==> src/rtl/intc_defs_pkg.sv <==
// Shared definitions for the interrupt controller.
//  - FSM state encoding (IDLE / REQ / INSERV)
//  - default parameter values (NUM_IRQ, VEC_BASE, NMI_VEC)
//  - id_width(): width of an irq index, never less than 1 bit
package intc_defs_pkg;

  typedef enum logic [1:0] {
    ST_IDLE   = 2'd0,
    ST_REQ    = 2'd1,
    ST_INSERV = 2'd2
  } intc_state_e;

  localparam int DEF_NUM_IRQ  = 8;
  localparam int DEF_VEC_BASE = 28;
  localparam int DEF_NMI_VEC  = 27;

  function automatic int id_width(input int n);
    return (n > 1) ? $clog2(n) : 1;
  endfunction

endpackage

==> src/rtl/intc_prio_enc.sv <==
// Purely combinational priority encoder: lowest set index wins.
// Ports:
//  i_vec    in  N     request vector
//  o_valid  out 1     any bit of i_vec set
//  o_id     out ID_W  index of lowest set bit (0 when none)
module intc_prio_enc
  import intc_defs_pkg::*;
#(
  parameter int N    = DEF_NUM_IRQ,
  parameter int ID_W = id_width(N)
) (
  input  logic [N-1:0]    i_vec,
  output logic            o_valid,
  output logic [ID_W-1:0] o_id
);

  // w_seen[k] = some bit below index k is set; only the first set bit
  // survives into the one-hot vector.
  logic [N:0]   w_seen;
  logic [N-1:0] w_onehot;

  assign w_seen[0] = 1'b0;

  genvar gi;
  generate
    for (gi = 0; gi < N; gi++) begin : g_chain
      assign w_seen[gi+1] = w_seen[gi] | i_vec[gi];
      assign w_onehot[gi] = i_vec[gi] & ~w_seen[gi];
    end
  endgenerate

  assign o_valid = w_seen[N];

  always_comb begin
    o_id = '0;
    for (int i = 0; i < N; i++) begin
      if (w_onehot[i]) o_id = ID_W'(i);
    end
  end

endmodule

==> src/rtl/interrupt_controller.sv <==
// Programmable interrupt controller in front of the cpu: latches, masks and
// prioritises NUM_IRQ maskable requests plus one NMI, and runs the
// request / ack / end-of-interrupt handshake with one ISR in service at a time.
// Build option: define IRQ_EDGE_EN for edge-triggered irq_in (default: level).
// Ports:
//  clk, rst_n              clock, asynchronous active-low reset
//  irq_in[NUM_IRQ]         device requests (0 = highest priority)
//  nmi_in                  non-maskable source (always edge-triggered)
//  int_disable             global mask from cpu
//  mask_we, mask_wdata     mask register write (bit=1 blocks the irq)
//  int_ack, nmi_ack, eoi   cpu handshake pulses
//  int_req, nmi_req        request lines to cpu
//  int_vector, nmi_vector  vector addresses
//  pending, in_service     status
module interrupt_controller
  import intc_defs_pkg::*;
#(
  parameter int NUM_IRQ  = DEF_NUM_IRQ,
  parameter int VEC_BASE = DEF_VEC_BASE,
  parameter int NMI_VEC  = DEF_NMI_VEC
) (
  input  logic               clk,
  input  logic               rst_n,
  input  logic [NUM_IRQ-1:0] irq_in,
  input  logic               nmi_in,
  input  logic               int_disable,
  input  logic               mask_we,
  input  logic [NUM_IRQ-1:0] mask_wdata,
  input  logic               int_ack,
  input  logic               nmi_ack,
  input  logic               eoi,
  output logic               int_req,
  output logic               nmi_req,
  output logic [31:0]        int_vector,
  output logic [31:0]        nmi_vector,
  output logic [NUM_IRQ-1:0] pending,
  output logic [NUM_IRQ-1:0] in_service
);

  localparam int ID_W = id_width(NUM_IRQ);

  intc_state_e        r_state, w_state_next;
  logic [ID_W-1:0]    r_active_id, w_active_id_next;
  logic [NUM_IRQ-1:0] r_pending, r_mask, r_in_service;
  logic [NUM_IRQ-1:0] w_in_service_next, w_pend_clr, w_irq_set;
  logic [NUM_IRQ-1:0] w_eligible, w_active_onehot;
  logic               w_win_valid;
  logic [ID_W-1:0]    w_win_id;
  logic               r_nmi_d, r_nmi_req;

`ifdef IRQ_EDGE_EN
  logic [NUM_IRQ-1:0] r_irq_d;

  always_ff @(posedge clk or negedge rst_n) begin
    if (!rst_n) r_irq_d <= '0;
    else        r_irq_d <= irq_in;
  end

  assign w_irq_set = irq_in & ~r_irq_d;
`else
  assign w_irq_set = irq_in;
`endif

  assign w_eligible = r_pending & ~r_mask & ~r_in_service;

  intc_prio_enc #(.N(NUM_IRQ), .ID_W(ID_W)) u_prio (
    .i_vec   (w_eligible),
    .o_valid (w_win_valid),
    .o_id    (w_win_id)
  );

  genvar gi;
  generate
    for (gi = 0; gi < NUM_IRQ; gi++) begin : g_onehot
      assign w_active_onehot[gi] = (r_active_id == ID_W'(gi));
    end
  endgenerate

  always_comb begin
    w_state_next      = r_state;
    w_active_id_next  = r_active_id;
    w_pend_clr        = '0;
    w_in_service_next = r_in_service;
    case (r_state)
      ST_IDLE: begin
        if (w_win_valid && !int_disable) begin
          w_active_id_next = w_win_id;
          w_state_next     = ST_REQ;
        end
      end
      ST_REQ: begin
        // An ack in the same cycle as a withdrawal wins: the cpu already took it.
        if (int_ack) begin
          w_pend_clr        = w_active_onehot;
          w_in_service_next = w_active_onehot;
          w_state_next      = ST_INSERV;
        end else if (int_disable || |(r_mask & w_active_onehot)) begin
          w_state_next = ST_IDLE;
        end
      end
      ST_INSERV: begin
        if (eoi) begin
          w_in_service_next = '0;
          w_state_next      = ST_IDLE;
        end
      end
      default: w_state_next = ST_IDLE;
    endcase
  end

  always_ff @(posedge clk or negedge rst_n) begin
    if (!rst_n) begin
      r_state      <= ST_IDLE;
      r_active_id  <= '0;
      r_pending    <= '0;
      r_mask       <= '0;
      r_in_service <= '0;
      r_nmi_d      <= 1'b0;
      r_nmi_req    <= 1'b0;
    end else begin
      r_state      <= w_state_next;
      r_active_id  <= w_active_id_next;
      // New request beats the ack clear, so a level line still high re-pends.
      r_pending    <= (r_pending & ~w_pend_clr) | w_irq_set;
      r_in_service <= w_in_service_next;
      if (mask_we) r_mask <= mask_wdata;
      r_nmi_d      <= nmi_in;
      r_nmi_req    <= (nmi_in & ~r_nmi_d) | (r_nmi_req & ~nmi_ack);
    end
  end

  // NMI has precedence on the cpu side; the FSM just waits in REQ meanwhile.
  assign int_req    = (r_state == ST_REQ) && !r_nmi_req;
  assign nmi_req    = r_nmi_req;
  assign int_vector = (r_state != ST_IDLE) ? (32'(VEC_BASE) + 32'(r_active_id)) : 32'd0;
  assign nmi_vector = 32'(NMI_VEC);
  assign pending    = r_pending;
  assign in_service = r_in_service;

endmodule
==> config.mk <==
export PLATFORM = sky130hd
export DESIGN_NAME = interrupt_controller
export DESIGN_NICKNAME = d
export VERILOG_FILES = /design/src/rtl/intc_defs_pkg.sv /design/src/rtl/intc_prio_enc.sv /design/src/rtl/interrupt_controller.sv
export SDC_FILE = /design/constraint.sdc
export NUM_CORES = 1
export LEC_CHECK = 0
export ABC_AREA = 1
export CORE_ASPECT_RATIO = 0.5
export CORE_MARGIN = 2
export CORE_UTILIZATION = 43
export DETAILED_ROUTE_END_ITERATION = 6
export HOLD_SLACK_MARGIN = 0.12
export PLACE_DENSITY = 0.87
export SYNTH_ARGS = -nofsm -noshare
export SYNTH_HDL_FRONTEND = slang
export SYNTH_SLANG_ARGS = --single-unit
==> constraint.sdc <==
create_clock -name clk -period 2.7 [get_ports clk]
set_input_delay 0.27 -clock clk [delete_from_list [all_inputs] [get_ports clk]]
set_output_delay 0.27 -clock clk [all_outputs]
set_load 0.005 [all_outputs]
==> results of run 1 <==
## state kept, by name, indices dropped and copies added, names as in the netlist
name,flops
r_active_id,3
r_nmi_d,1
r_state,2
r_mask,8
pending,8
in_service,8
nmi_req,1
## layout make-up
cell class,count,area (um2)
Inverter,39,146
Fill cell,368,2070
Sequential cell,31,776
Clock buffer,6,82.6
Clock inverter,1,5.00
Multi-Input combinational cell,166,817
Tap cell,57,71.3
Timing Repair Buffer,48,478
## per-layer routing
metal  up-vias  global-route usage
met5         -                   0
met4         0              0.0571
met3         8              0.0373
met2       107               0.267
met1       742               0.196
li1        744                   -
## critical path, delay by kind of cell (launching register included)
family                 cells  cell delay (ns)
AND/OR/NAND/NOR            2             0.66
flip-flops                 1             0.41
buffers and inverters      1             0.50
## placed cells by master (no fill, tap or decap), types with 4 or more instances in the layout
cell / n
conb_1: 58
clkdlybuf4s50_1: 47
inv_1: 31
dfrtp_1: 31
nand2_1: 26
nor2_1: 16
o21ai_0: 12
nand3_1: 10
inv_2: 8
nand3_2: 7
o22ai_1: 7
clkbuf_8: 6
o21bai_1: 5
nand4_1: 4
## power groups by stage
stage	Clock [mW]	Sequential, mW	Combinational (mW)
global route	0.388	0.631	0.696
floorplan	0	0.607	0.445
CTS	0.367	0.620	0.627
detailed placement	0	0.628	0.624
global placement	0	0.622	0.598
finish	0.361	0.623	0.630
## cell families after synthesis
family | count (synthesis) | synth area share
compound gates | 33 | 0.104
buf+inv | 102 | 0.311
flops | 31 | 0.387
other cells | 2 | 0.00374
simple gates | 75 | 0.195
## stage by stage
stage               cells  area, um2
global placement      341       2290
floorplan             299       2220
global route          348       2380
CTS                   348       2380
detailed placement    341       2290
finish                348       2380
## path summary, 6_finish.rpt
kind | endpoint | slack (ns)
hold reg to reg | nmi_req$_DFF_PN0_ | 0.44
min in group clk | nmi_req$_DFF_PN0_ | 0.44
max in group asynchronous | in_service[7]$_DFFE_PN0P_ | 2.04
hold / removal | in_service[2]$_DFFE_PN0P_ | 0.38
setup / recovery | int_vector[4] | 0.58
setup reg to reg | in_service[0]$_DFFE_PN0P_ | 1.30
==> results.toml, run 1 <==
[detailed_routing]
drt_wl_total_um = 4010
antenna_left = 0
met3WireLength_um = 356
drc = 0
wirelength_met1_um = 1610
vias_per_cell = 4.60
drt-initial-drc-count = 125
dr.pass1.iters = 5
top_layer_used = "met4"
wl_met2_um = 1970
num_vias = 1601
routedWlPerCell_um = 11.5

[synth]
yosysSeqAreaShare = 0.387
ys.flop_type = "dfrtp_1"
synth.most_common_cell = "buf_4"
synth.cell_area_mm2 = 0.00201
ys_seq_elements = 31
async_flop_share = 1.00
ys_top_cells_by_area = "dfrtp_1 39%, buf_4 22%, inv_1 5.8%"
yosys.area.top_type_share = 0.387
synth_top_area_cell = "dfrtp_1"
synth_warnings = 0
synth-edff-count = 0
synthTopCellsByCount = "60 x buf_4, 31 x dfrtp_1, 31 x inv_1"
ys_types = 27
netlist_instances = 243
avgSynthCellArea_um2 = 8.25

[outcome]
status = "completed"

[timing]
timing.fmax_ghz = 0.472
tns_ns = 0
period_share = 0.785
finalWorstSetupSlack_ns = 0.582
period_minus_slack_ns = 2.12
skew_ns = 0.00477
holdWs_ns = 0.380
drv_slew = 0
slew_headroom = 0.585
hold_viol = 0
rsz0062_at_grt = "false"
setup_viol = 0
worstMarginPinSlew_ns = 0.620

[grt]
grtUsageTotal = 0.156
grt_first_pass_wirelength_um = 6370
grt_max_degree = 32
antenna_found_initial = 0
grt_pass1_vias = 1432
overflow = 0

[clock_tree]
cts_root_buffer = "clkbuf_8"
path_clk_slew_ns = 0.06
cts_tree = "built"
cts_buffers = 5
cts_max_level = 2
cts_setup_buffers = 0
insertion_delay_ns = 0.28
cts-resized-gates = 0
cts.path.max_buffers = 2
clock_sinks = 31
ctsHoldBuffers = 0

[pwr]
power_frac_seq = 0.386
leakage_nw = 1.22
p_switching_mw = 0.591
pwr-share-comb = 0.390
vdd_drop_max_v = 0.000268
power_mw = 1.61
intPower_mw = 1.02
p_clk_frac = 0.224
cellPowerDensity_mw_per_mm2 = 680
switching_share = 0.366

[worst_setup_path]
start_kind = "register"
max_stage_delay_ns = 0.51
arrival_ns = 1.85
crit_top_cell = "nor2_1"
path_cells = "nor2_1 -> nor2_1 -> clkdlybuf4s50_1"
cp_max_fo = 8
critPathLaunch = "r_state[0]$_DFFE_PN0P_"
r2r_start = "r_state[0]$_DFFE_PN0P_"
reg2reg_depth = 5
path_class = "register to output port"
crit_slowest_cell = "nor2_1"
cp-end-kind = "output port"
cp_data_required_time_ns = 2.43

[layout]
area_growth_pct = 18.5
drive_above_1_share = 0.110
nets = 315
utilization = 0.534
num_antenna_cells = 0

[die]
core_area_mm2 = 0.00445
fp.dieH_um = 52.3
ios = 106
start_util = 0.451
num_rows = 17
fp.dieW_um = 101
dieArea_mm2 = 0.00526

[placed_design]
gp_congestion = 0.917
dp_hpwl_um = 3200
pre_cts_slack_ns = 0.910
portBuffers = 47

[flow_run]
cap_violations = 0

[min_path]
hold_class = "input pin to async pin"
(Power assumes the default switching activity.)
==> run 2: changes to the inputs <==
--- a/config.mk
+++ b/config.mk
@@ -8,10 +8,10 @@
 export ABC_AREA = 1
 export CORE_ASPECT_RATIO = 0.5
 export CORE_MARGIN = 2
-export CORE_UTILIZATION = 43
+export CORE_UTILIZATION = 36
 export DETAILED_ROUTE_END_ITERATION = 6
 export HOLD_SLACK_MARGIN = 0.12
-export PLACE_DENSITY = 0.87
+export PLACE_DENSITY = 0.77
 export SYNTH_ARGS = -nofsm -noshare
 export SYNTH_HDL_FRONTEND = slang
 export SYNTH_SLANG_ARGS = --single-unit
==> constraint.sdc (replaced) <==
create_clock -name clk -period 1.9 [get_ports clk]
set_input_delay 0.19 -clock clk [delete_from_list [all_inputs] [get_ports clk]]
set_output_delay 0.19 -clock clk [all_outputs]
set_load 0.005 [all_outputs]
==> run 2 against run 1 <==
Net effect:
- global-route usage down 1.5 points
- critical endpoint is now int_vector[5]
- sequential share of layout area down 0.47 points
- utilization shrank 9.0 points
- clock skew down 0.0017 ns
- largest power group unchanged
- sequential cell count did not move
- cell count is 5.5% higher
- largest cell class unchanged
- combinational power up 47%
- highest routed layer unchanged
- die area increased by 18%
- first-iteration DRC count is 37% lower
==> results.toml, run 2 (synthesized netlist as in run 1, its figures left out) <==
[outcome]
status = "completed"

[worst_setup_path]
crit_slowest_cell = "clkdlybuf4s50_1"
crit_family = "buffers and inverters"
critPathLaunch = "r_state[0]$_DFFE_PN0P_"
max_stage_delay_ns = 0.53
r2r_start = "r_state[1]$_DFFE_PN0P_"
arrival_ns = 1.59
crit_top_cell = "nor2_1"
cp-end-kind = "output port"
path_class = "register to output port"
start_kind = "register"
path_depth = 4
reg2reg_depth = 7
cp_max_fo = 6
path_cells = "nor2_1 -> buf_4 -> nor2_1 -> clkdlybuf4s50_1"
cp_num_buf_inv = 2
cp_data_required_time_ns = 1.71

[grt]
antenna_found_initial = 0
grtUsageTotal = 0.142
overflow = 0
grt_first_pass_wirelength_um = 6720
grt_pass1_vias = 1512
grt_max_degree = 32

[timing]
skew_ns = 0.00307
tns_ns = 0
hold_viol = 0
timing.fmax_ghz = 0.561
period_share = 0.938
period_minus_slack_ns = 1.78
rsz0062_at_grt = "false"
setup_viol = 0
drv_slew = 0

[min_path]
hold_class = "input pin to async pin"

[layout]
layout_commonest_cell = "conb_1"
layout_common_cells = "58 x conb_1, 47 x clkdlybuf4s50_1, 31 x inv_1, 31 x dfrtp_1, 26 x nand2_1"
nets = 317
num_antenna_cells = 0
drive_above_1_share = 0.119
final_cells = 367
area_growth_pct = 20.2
fin_area_mm2 = 0.00241

[detailed_routing]
drt_wl_total_um = 4200
drc = 0
vias_per_cell = 4.41
num_vias = 1619
drt-initial-drc-count = 79
dr.pass1.iters = 4
routedWlPerCell_um = 11.4
antenna_left = 0

[clock_tree]
cts_tree = "built"
insertion_delay_ns = 0.29
path_clk_slew_ns = 0.07
cts_setup_buffers = 0
cts.path.max_buffers = 2
cts_buffers = 5
cts_max_level = 2
clock_sinks = 31
cts_root_buffer = "clkbuf_8"
cts-resized-gates = 0
ctsHoldBuffers = 0

[die]
start_util = 0.370
fp.dieH_um = 56.8
core_area_mm2 = 0.00542
ios = 106
num_rows = 19
dieArea_mm2 = 0.00622
fp.dieW_um = 110

[placed_design]
dp_hpwl_um = 3400
placed_cell_area_mm2 = 0.00232
gp_congestion = 0.908
portBuffers = 47
dpl.cell_count = 359

[pwr]
switching_share = 0.371
p_switching_mw = 0.856
pwr-share-comb = 0.401
p_clk_frac = 0.219
leakage_nw = 1.22
power_frac_seq = 0.380
intPower_mw = 1.45
cellPowerDensity_mw_per_mm2 = 956
vdd_drop_max_v = 0.000311
power_mw = 2.30

[flow_run]
cap_violations = 0
==> run 2: changes by cell type in the layout (fill, tap and decap cells not counted), sizes merged <==
cell,delta
buf,+2
clkinvlp,+1
==> run 2: power by group through the flow <==
| stage | Combinational, mW | Sequential (mW) | Clock [mW] |
|---|---|---|---|
| final | 0.923 | 0.876 | 0.506 |
| after global routing | 1.02 | 0.890 | 0.539 |
| after CTS | 0.917 | 0.871 | 0.518 |
| after detailed placement | 0.913 | 0.883 | 0 |
| after global placement | 0.889 | 0.876 | 0 |
| after floorplan | 0.632 | 0.862 | 0 |
==> run 2: per-stage QoR <==
stage          setup slack, ns  hold slack (ns)  utilization
2_1_floorplan            0.703           -0.106            -
3_3_place_gp             0.435            0.428        0.429
3_5_place_dp             0.403            0.439        0.429
4_1_cts                 0.0882            0.314        0.444
5_1_grt                 0.0103            0.347        0.445
6_report                 0.117            0.298        0.445
==> run 2: area by class of cell <==
cell class / count / area, um2
flip-flops and latches: 31 / 776
multi-input cells: 166 / 820
inverters: 39 / 146
clock buffers: 6 / 72.6
clock inverters: 2 / 12.5
repair buffers: 50 / 493
fillers: 520 / 3010
well taps: 73 / 91.3
==> run 2: layer usage <==
metal  vias to the layer above  global-route usage  share of wire  wire length, um
li1                        752                   -              -                -
met1                       774               0.171           0.38             1610
met2                        81               0.233           0.51             2150
met3                        12              0.0314          0.079              331
met4                         0              0.0814          0.025              106
met5                         -                   0              0                0
==> run 2: final timing paths <==
check                      slack [ns]               endpoint
hold / removal                   0.30  r_mask[0]$_DFFE_PN0P_
max in group asynchronous        1.32      nmi_req$_DFF_PN0_
hold reg to reg                  0.44      nmi_req$_DFF_PN0_
setup / recovery                 0.12          int_vector[5]
min in group clk                 0.37      r_nmi_d$_DFF_PN0_
setup reg to reg                 0.57   pending[1]$_DFF_PN0_
